File: config.mk
export PLATFORM = sky130hd
export DESIGN_NAME = bc_branch_resolver
export DESIGN_NICKNAME = d
export VERILOG_FILES = /design/src/rtl/bc_branch_resolver.sv
export SDC_FILE = /design/constraint.sdc
export NUM_CORES = 1
export LEC_CHECK = 0
export CAP_MARGIN = 20
export CORE_MARGIN = 8
export CORE_UTILIZATION = 30
export DETAILED_ROUTE_END_ITERATION = 12
export GPL_TIMING_DRIVEN = 1
export SETUP_SLACK_MARGIN = 0.05
export SKIP_CTS_REPAIR_TIMING = 1
export SLEW_MARGIN = 20
export SYNTH_ARGS = -nofsm -noshare
export SYNTH_HDL_FRONTEND = slang
export SYNTH_SLANG_ARGS = --single-unit
File: constraint.sdc
create_clock -name clock_i -period 16.37 [get_ports clock_i]
set_input_delay 4.0925 -clock clock_i [delete_from_list [all_inputs] [get_ports clock_i]]
set_output_delay 4.0925 -clock clock_i [all_outputs]
set_load 0.1 [all_outputs]
File: src/rtl/bc_branch_resolver.sv
// bc_branch_resolver: resolves B-form conditional branches (opcode 16).
// Evaluates BO/BI against CR and CTR, computes the target, maintains the
// architectural CTR and LR, and presents results through a one-deep output
// register with a stall handshake.
//
// Body layout (big-endian field numbering, body bit k = instructionBody_i[25-k]):
//   BO[0:4] = [25:21], BI = [20:16], BD = [15:2], AA = [1], LK = [0]
//
// Optional feature: define BC_BRANCH_STATS_EN to add saturating taken /
// not-taken counters (takenCount_o, notTakenCount_o).
module bc_branch_resolver #(
    parameter int unsigned addressWidth            = 64,
    parameter int unsigned instructionCounterWidth = 64,
    parameter int unsigned opcodeSize              = 6,
    parameter int unsigned bodySize                = 26,
    parameter int unsigned BranchUnitID            = 6,
    parameter int unsigned funcUnitCodeSize        = 3
) (
    input  logic                               clock_i,
    input  logic                               reset_i,
    input  logic                               enable_i,
    output logic                               ready_o,
    input  logic [opcodeSize-1:0]              instructionOpcode_i,
    input  logic [funcUnitCodeSize-1:0]        functionalUnitType_i,
    input  logic [addressWidth-1:0]            instructionAddress_i,
    input  logic [instructionCounterWidth-1:0] instMajId_i,
    input  logic                               is64Bit_i,
    input  logic [bodySize-1:0]                instructionBody_i,
    input  logic [31:0]                        cr_i,
    input  logic                               ctrWrite_i,
    input  logic                               lrWrite_i,
    input  logic [63:0]                        sprData_i,
    output logic                               valid_o,
    input  logic                               stall_i,
    output logic                               taken_o,
    output logic [addressWidth-1:0]            target_o,
    output logic [instructionCounterWidth-1:0] majId_o,
    output logic                               illegal_o,
    output logic [63:0]                        ctr_o,
    output logic [63:0]                        lr_o
`ifdef BC_BRANCH_STATS_EN
    ,
    output logic [31:0]                        takenCount_o,
    output logic [31:0]                        notTakenCount_o
`endif
);

    localparam logic [opcodeSize-1:0]       BcOpcode = opcodeSize'(16);
    localparam logic [funcUnitCodeSize-1:0] BrUnit   = funcUnitCodeSize'(BranchUnitID);

    // In 32-bit mode the upper word of an effective address is zero.
    function automatic logic [63:0] mode_mask(input logic [63:0] a, input logic m64);
        return m64 ? a : {32'h0, a[31:0]};
    endfunction

    // Output and architectural state
    logic                               valid_q, valid_d;
    logic                               taken_q, taken_d;
    logic                               illegal_q, illegal_d;
    logic [addressWidth-1:0]            target_q, target_d;
    logic [instructionCounterWidth-1:0] majid_q, majid_d;
    logic [63:0]                        ctr_q, ctr_d;
    logic [63:0]                        lr_q, lr_d;

    // Decoded fields
    logic [4:0]  bo;
    logic [4:0]  bi;
    logic [13:0] bd;
    logic        aa;
    logic        lk;
    logic        unused_hint;

    // Evaluation
    logic        accept;
    logic        legal;
    logic [63:0] cia64;
    logic [63:0] ctr_dec;
    logic [63:0] ctr_dec_m;
    logic        ctr_ok;
    logic        cond_ok;
    logic        br_taken;
    logic [63:0] bd_ext;
    logic [63:0] tgt_raw;
    logic [63:0] seq_raw;
    logic [63:0] next_target;

    assign ready_o = !(valid_q && stall_i);
    assign accept  = enable_i && ready_o;

    // Field extraction; BO[4] is the prediction hint and has no effect here.
    always_comb begin
        bo          = instructionBody_i[25:21];
        bi          = instructionBody_i[20:16];
        bd          = instructionBody_i[15:2];
        aa          = instructionBody_i[1];
        lk          = instructionBody_i[0];
        unused_hint = bo[0];
    end

    // Condition, count and target evaluation against the pre-cycle CTR.
    always_comb begin
        legal     = (instructionOpcode_i == BcOpcode) && (functionalUnitType_i == BrUnit);
        cia64     = 64'(instructionAddress_i);
        ctr_dec   = ctr_q - 64'd1;
        ctr_dec_m = is64Bit_i ? ctr_dec : {32'h0, ctr_dec[31:0]};
        // BO[n] lives at bo[4-n].
        ctr_ok    = bo[2] | ((ctr_dec_m != 64'd0) ^ bo[1]);
        cond_ok   = bo[4] | (cr_i[bi] == bo[3]);
        br_taken  = legal & ctr_ok & cond_ok;
        bd_ext    = {{48{bd[13]}}, bd, 2'b00};
        tgt_raw   = bd_ext + (aa ? 64'd0 : cia64);
        seq_raw   = cia64 + 64'd4;
        next_target = br_taken ? mode_mask(tgt_raw, is64Bit_i)
                               : mode_mask(seq_raw, is64Bit_i);
    end

    // Next-state for CTR/LR: branch updates take priority over sideband writes.
    always_comb begin
        ctr_d = ctr_q;
        lr_d  = lr_q;
        if (ctrWrite_i) begin
            ctr_d = sprData_i;
        end
        if (lrWrite_i) begin
            lr_d = sprData_i;
        end
        if (accept && legal && !bo[2]) begin
            ctr_d = ctr_dec;
        end
        if (accept && legal && lk) begin
            lr_d = seq_raw;
        end
    end

    // Next-state for the one-deep result register; holds while stalled.
    always_comb begin
        valid_d   = valid_q;
        taken_d   = taken_q;
        illegal_d = illegal_q;
        target_d  = target_q;
        majid_d   = majid_q;
        if (accept) begin
            valid_d   = 1'b1;
            taken_d   = br_taken;
            illegal_d = !legal;
            target_d  = next_target[addressWidth-1:0];
            majid_d   = instMajId_i;
        end else if (ready_o) begin
            valid_d = 1'b0;
        end
    end

    // State registers.
    always_ff @(posedge clock_i or posedge reset_i) begin
        if (reset_i) begin
            valid_q   <= 1'b0;
            taken_q   <= 1'b0;
            illegal_q <= 1'b0;
            target_q  <= '0;
            majid_q   <= '0;
            ctr_q     <= 64'd0;
            lr_q      <= 64'd0;
        end else begin
            valid_q   <= valid_d;
            taken_q   <= taken_d;
            illegal_q <= illegal_d;
            target_q  <= target_d;
            majid_q   <= majid_d;
            ctr_q     <= ctr_d;
            lr_q      <= lr_d;
        end
    end

    assign valid_o   = valid_q;
    assign taken_o   = taken_q;
    assign illegal_o = illegal_q;
    assign target_o  = target_q;
    assign majId_o   = majid_q;
    assign ctr_o     = ctr_q;
    assign lr_o      = lr_q;

`ifdef BC_BRANCH_STATS_EN
    logic [31:0] tcnt_q, tcnt_d;
    logic [31:0] ncnt_q, ncnt_d;

    // Saturating per-outcome counters for legal accepted branches.
    always_comb begin
        tcnt_d = tcnt_q;
        ncnt_d = ncnt_q;
        if (accept && legal) begin
            if (br_taken) begin
                if (tcnt_q != 32'hFFFF_FFFF) tcnt_d = tcnt_q + 32'd1;
            end else begin
                if (ncnt_q != 32'hFFFF_FFFF) ncnt_d = ncnt_q + 32'd1;
            end
        end
    end

    // Counter registers.
    always_ff @(posedge clock_i or posedge reset_i) begin
        if (reset_i) begin
            tcnt_q <= 32'd0;
            ncnt_q <= 32'd0;
        end else begin
            tcnt_q <= tcnt_d;
            ncnt_q <= ncnt_d;
        end
    end

    assign takenCount_o    = tcnt_q;
    assign notTakenCount_o = ncnt_q;
`endif

endmodule

==> Yosys cells after proc, flatten, opt, wreduce, memory -nomap -nowiden <==
Index checks and enable logic that the tools add are counted.
{ "op_classes": {"eq_ne": 4, "n_reduce_logical": 12, "bitwise_logic": 5, "mux": 13, "add_sub_neg": 3, "order_cmp": 1} }
{ "op_table": {"columns": ["operator", "count"], "rows": [
  ["64-bit two-way mux", 9],
  ["64-bit by 3-bit adder with 64-bit output, second input constant", 1],
  ["64-bit adder", 1],
  ["64-bit nonzero test", 1],
  ["64-bit by 1-bit subtractor with 64-bit output, second input constant", 1],
  ["6-bit by 5-bit == test with 1-bit output, second input constant", 1],
  ["1-bit logical AND", 6],
  ["5-bit by 6-bit < comparator with 1-bit output, second input constant", 1],
  ["1-bit binary-select mux with 5-bit select", 1],
  ["2-bit nonzero test", 2],
  ["3-bit == test, second input constant", 1],
  ["1-bit logical NOT", 3],
  ["1-bit two-way mux", 3],
  ["1-bit AND", 2],
  ["2-bit != test, second input constant", 1],
  ["1-bit OR", 2],
  ["1-bit == test", 1],
  ["1-bit bitwise XOR", 1]
]} }
{ "totals": {"elab_cells": 45, "output_inout_bits": 260, "regBits": 259} }

==> Longest topological paths before layout <==
{ "depth": {"ltp_word": 8, "mapped_depth": 17, "mapped_depth_nobuf": 15} }

==> Worst setup path after synthesis <==
OpenSTA, ideal clock, no wires.
{ "synth_path": {"kind": "input -> output", "start": "input stall_i", "end": "output ready_o", "stages": 1, "path_slack_ps": 7501, "arrival_ps": 4777, "cell_sequence": "nand2_1"} }
{ "synth_via": {"elab_chain_len": 2} }
{ "synth_rtl": {"columns": ["element", "line", "text"], "rows": [
  ["start, declared", "34", "input logic stall_i,"],
  ["1-bit logical AND", "87", "assign ready_o = !(valid_q && stall_i);"],
  ["1-bit logical NOT", "87", null],
  ["end, declared", "22", "output logic ready_o,"]
]} }
Every way passes these cells.

==> Final worst setup path <==
Same ends and word-level chain as after synthesis.

==> impl.org <==
** Critical path
- STA puts the critical path data arrival time at 5.84 ns.
- Class of the most critical setup path :: in2out
- Crit Path Max Fanout :: 5
- The worst setup path is captured at an output port.
- STA classifies the critical path startpoint as a primary input.
- The worst register-to-register path ends at target_o[44].
- The setup check on the worst reg-to-reg path leaves a slack of 10.61 ns.
- In this run the critical register-to-register path is launched from ctr_o[20].
- WP data required :: 12.28 ns
- Cells on worst reg2reg path :: 12

** Yosys
- Summing every instance area after synthesis gives 18,400 sq um.
- Xor/xnor cell area share of the yosys netlist :: 6.62%
- Of the total synthesized cell area, the portion taken by AND, OR, NAND and NOR gates is 26.4%.
- Cell count after synthesis :: 2,280
- The most used flip-flop cell after synthesis is dfrtp_1.
- Number of flops mapped to enable cells by yosys :: 0
- By area the synthesized netlist is led by dfrtp_1 (35%), nand2_1 (8.4%), a21oi_1 (4.7%), ha_1 (4.4%), nor2_1 (3.8%).
- Syn_nets :: 2,611
- Synth unique cells :: 72
- Share of synthesized flip-flops with an asynchronous set or reset :: 100%
- Area share of fa/ha/maj cells after synthesis :: 4.47%
- Top cell type's share of synthesized area :: 35.3%
- Post-synthesis mux area share :: 5.28%
- Synthesized area per cell :: 8.06 sq um
- Area fraction in compound gates after synthesis :: 18.2%
- Dominant combinational cell family by area after synthesis :: simple AND/OR/NAND/NOR gates
- After synthesis, flip-flops and latches occupy 35.3% of the total area.
- Number of warning messages in the yosys log :: 0
- dfrtp_1 takes more of the synthesized area than any other cell.
- The synthesized design contains 259 register bits.

** Run
- The tool flagged a number of max-cap violations equal to 0.

** GRT
- The via count of the first global-routing pass was 19.1k.
- Maximum number of pins on one net before global-route repair :: 90
- Combined global-route utilization of all metal layers :: 23.0%
- The first global-routing pass estimated 125,000 microns of wire.
- Antenna violations before repair :: 4
- For this run the aggregate overflow at the end of global routing stands at 0.

** Detailed routing
- Detail-routed via count per cell :: 5.50
- In the final routed layout, each cell accounts on average for 23.7 microns.
- In the routed design, unresolved DRC markers number 0.
- The routed design has 83,700 microns of wire.
- Before antenna repair, the detailed router went through 5 iterations.
- Number of vias in the routed layout :: 19.4k
- ANT nets after route :: 0
- After the first detailed-routing iteration, the DRC count stood at 1,711.

** Place
- # port buffers :: 524
- Routability-driven placement finished with a final weighted congestion of 0.949.
- The HPWL after detailed placement is 65,200 microns.
- Cell count after placement :: 3,468

** STA
- Setup repair after global routing left no endpoint under its margin.
- The hold violation count in the final report is 0.
- Worst clock skew :: 0.0214 ns
- Setup violations remaining at the end of the flow were counted as 0.
- Post-Route Setup TNS :: 0 ns
- Of the available clock period, the critical path in the final layout requires 60.7%.
- Slew Limit Fails :: 0
- Timing would allow up to 101 MHz.
- Time the worst path needs with I/O delays and setup :: 9.93 ns
- In this run the tightest slew margin relative to its limit is 23.4%.
- For the pin with the worst max-slew slack, the measured transition is 1.15 ns.

** Layout
- Utilization after layout :: 42.2%
- Area overhead of the layout relative to synthesis :: 38.9%
- For this run, the number of standard cells in the final layout without fillers is 3,532.
- In the final layout, the share of cells above drive strength 1 is 5.17%.
- Nets :: 3,054

** Floorplanning
- For this design the top-level I/O count stands at 526.
- Effective utilization at floorplan :: 30.4%
- Height of the die :: 264 microns
- The die covers 69,400 sq um.
- Placement Rows :: 90
- Floorplan core area :: 60,500 sq um
- The die is 264 microns wide.

** Power and ir drop
- In this run the static leakage power is 10.4 nW.
- Worst-case vdd ir drop :: 0.0595 mV
- For this design the ratio of total power to cell area is 109 nW/um^2.
- The design draws 0.00278 W.

** Worst hold path
- Endpoint with the worst hold slack :: majId_o[10]
- Type of the most critical hold path :: reg2reg
- The worst hold path passes through 2 cells.
- Beginning of the worst hold path :: majId_o[10]

** CTS
- TritonCTS built the clock tree.
- Clock Latency Late Sink :: 0.54 ns
- TritonCTS created 35 clock buffers.
- Clk root buf :: clkbuf_16
- Clock Tree Buf Depth :: 3
- In this run the number of H-tree levels came out at 2.
- Clock transition time at the flip-flop clock pins of the worst setup and hold paths :: 0.05 ns
- Number of sinks on the clock net :: 259

** Run status
- Result of the run :: completed
-- power by group --
part           total [W]  switching, W  internal (W)  leakage (nW)
sequential      0.000793     0.0000799      0.000713          3.13
combinational    0.00115      0.000843      0.000309          6.68
clock           0.000838      0.000317      0.000521         0.606
-- metal layers --
layer	up-vias	share of wire (%)	GRT usage, %
li1	9078	-	-
met1	9473	44	31.1
met2	752	47	37.4
met3	118	6.0	3.57
met4	0	3.2	7.32
met5	-	0	0
-- cells in the final DEF, fill, tap and decap left out, drive strengths merged, types with 16 or more instances in the layout --
cell,synthesis,layout
nand3,100,100
o21ai,130,130
xor2,65,65
nor3,74,74
a21o,29,29
clkdlybuf4s50,0,521
inv,38,39
nand4,41,41
nor2b,66,66
clkbuf,115,49
or3,22,22
buf,25,25
and3,20,20
nor4,43,43
nand2,411,411
nor2,187,187
a21oi,171,171
a211o,16,16
dfrtp,259,259
a221o,27,27
ha,64,64
mux2,20,20
mux2i,52,52
xnor2,74,74
o311ai,37,37
-- flip-flops by register name (all words and copies together) (netlist names) --
name and cells:
target_o 64, taken_o 1, valid_o 1, lr_o 64, majId_o 64, ctr_o 64
illegal_o 1
-- Yosys cell counts (8+ instances only) --
cell type and instances:
a211o_1 16, a211oi_1 13, a21o_1 29, a21oi_1 171
a221o_1 27, a31oi_1 10, a32oi_1 8, and2_1 10
and3_1 20, and4_1 9, buf_1 15, buf_2 9
clkbuf_1 115, dfrtp_1 259, ha_1 64, inv_1 38
mux2_2 20, mux2i_1 52, mux4_2 10, nand2_1 411
nand2b_1 14, nand3_1 100, nand4_1 41, nor2_1 187
nor2b_1 66, nor3_1 73, nor4_1 40, o211ai_1 13
o21ai_0 126, o21bai_1 14, o311ai_1 35, or3_1 22
or4_1 10, xnor2_1 74, xor2_1 65
-- cell type report --
cell class                 count  area [sq um]
fill                        6004         34900
multi-input combinational   1843         11300
sequential                   259          6480
timing repair buffer         546          5400
clock buffer                  49          1040
tap                          782           978
clock inverter                12           201
inverter                      38           150
antenna                        3          7.51
-- cells by family (layout without fill, tap and decap cells) --
family                     after synthesis  after routing
AOI/OAI and AO/OA                      522            522
xor gates and xnor gates               139            139
adders and majority gates               65             65
buffers and inverters                  178            645
DFF                                    259            259
muxes                                   82             82
other                                    0              3
and+or+nand+nor                       1035           1035
-- how the worst max path moves through the flow --
| stage | startpoint | to | slack [ns] | depth (start not counted) |
|---|---|---|---|---|
| finish | stall_i | ready_o | 6.44 | 3 |
| global route | stall_i | ready_o | 6.39 | 3 |
| CTS | stall_i | ready_o | 6.43 | 3 |
| detailed placement | stall_i | ready_o | 6.43 | 3 |
| global placement | stall_i | ready_o | 6.44 | 3 |
| floorplan | reset_i | ctr_o[0] | 5.15 | 1 |
-- through the flow --
stage               instance area (sq um)  worst slack (ns)  hold slack (ns)
global placement                    24300              6.44            0.457
global route                        25500              6.39            0.494
detailed placement                  24300              6.43            0.461
finish                              25500              6.44            0.470
floorplan                           18400              5.15            0.961
CTS                                 25500              6.43            0.475
-- worst max-delay path: stages --
cell,delay [ns]
clkdlybuf4s50_1,0.40
nand2_1,0.18
clkdlybuf4s50_1,1.17
Power figures use the tool's default switching activity.
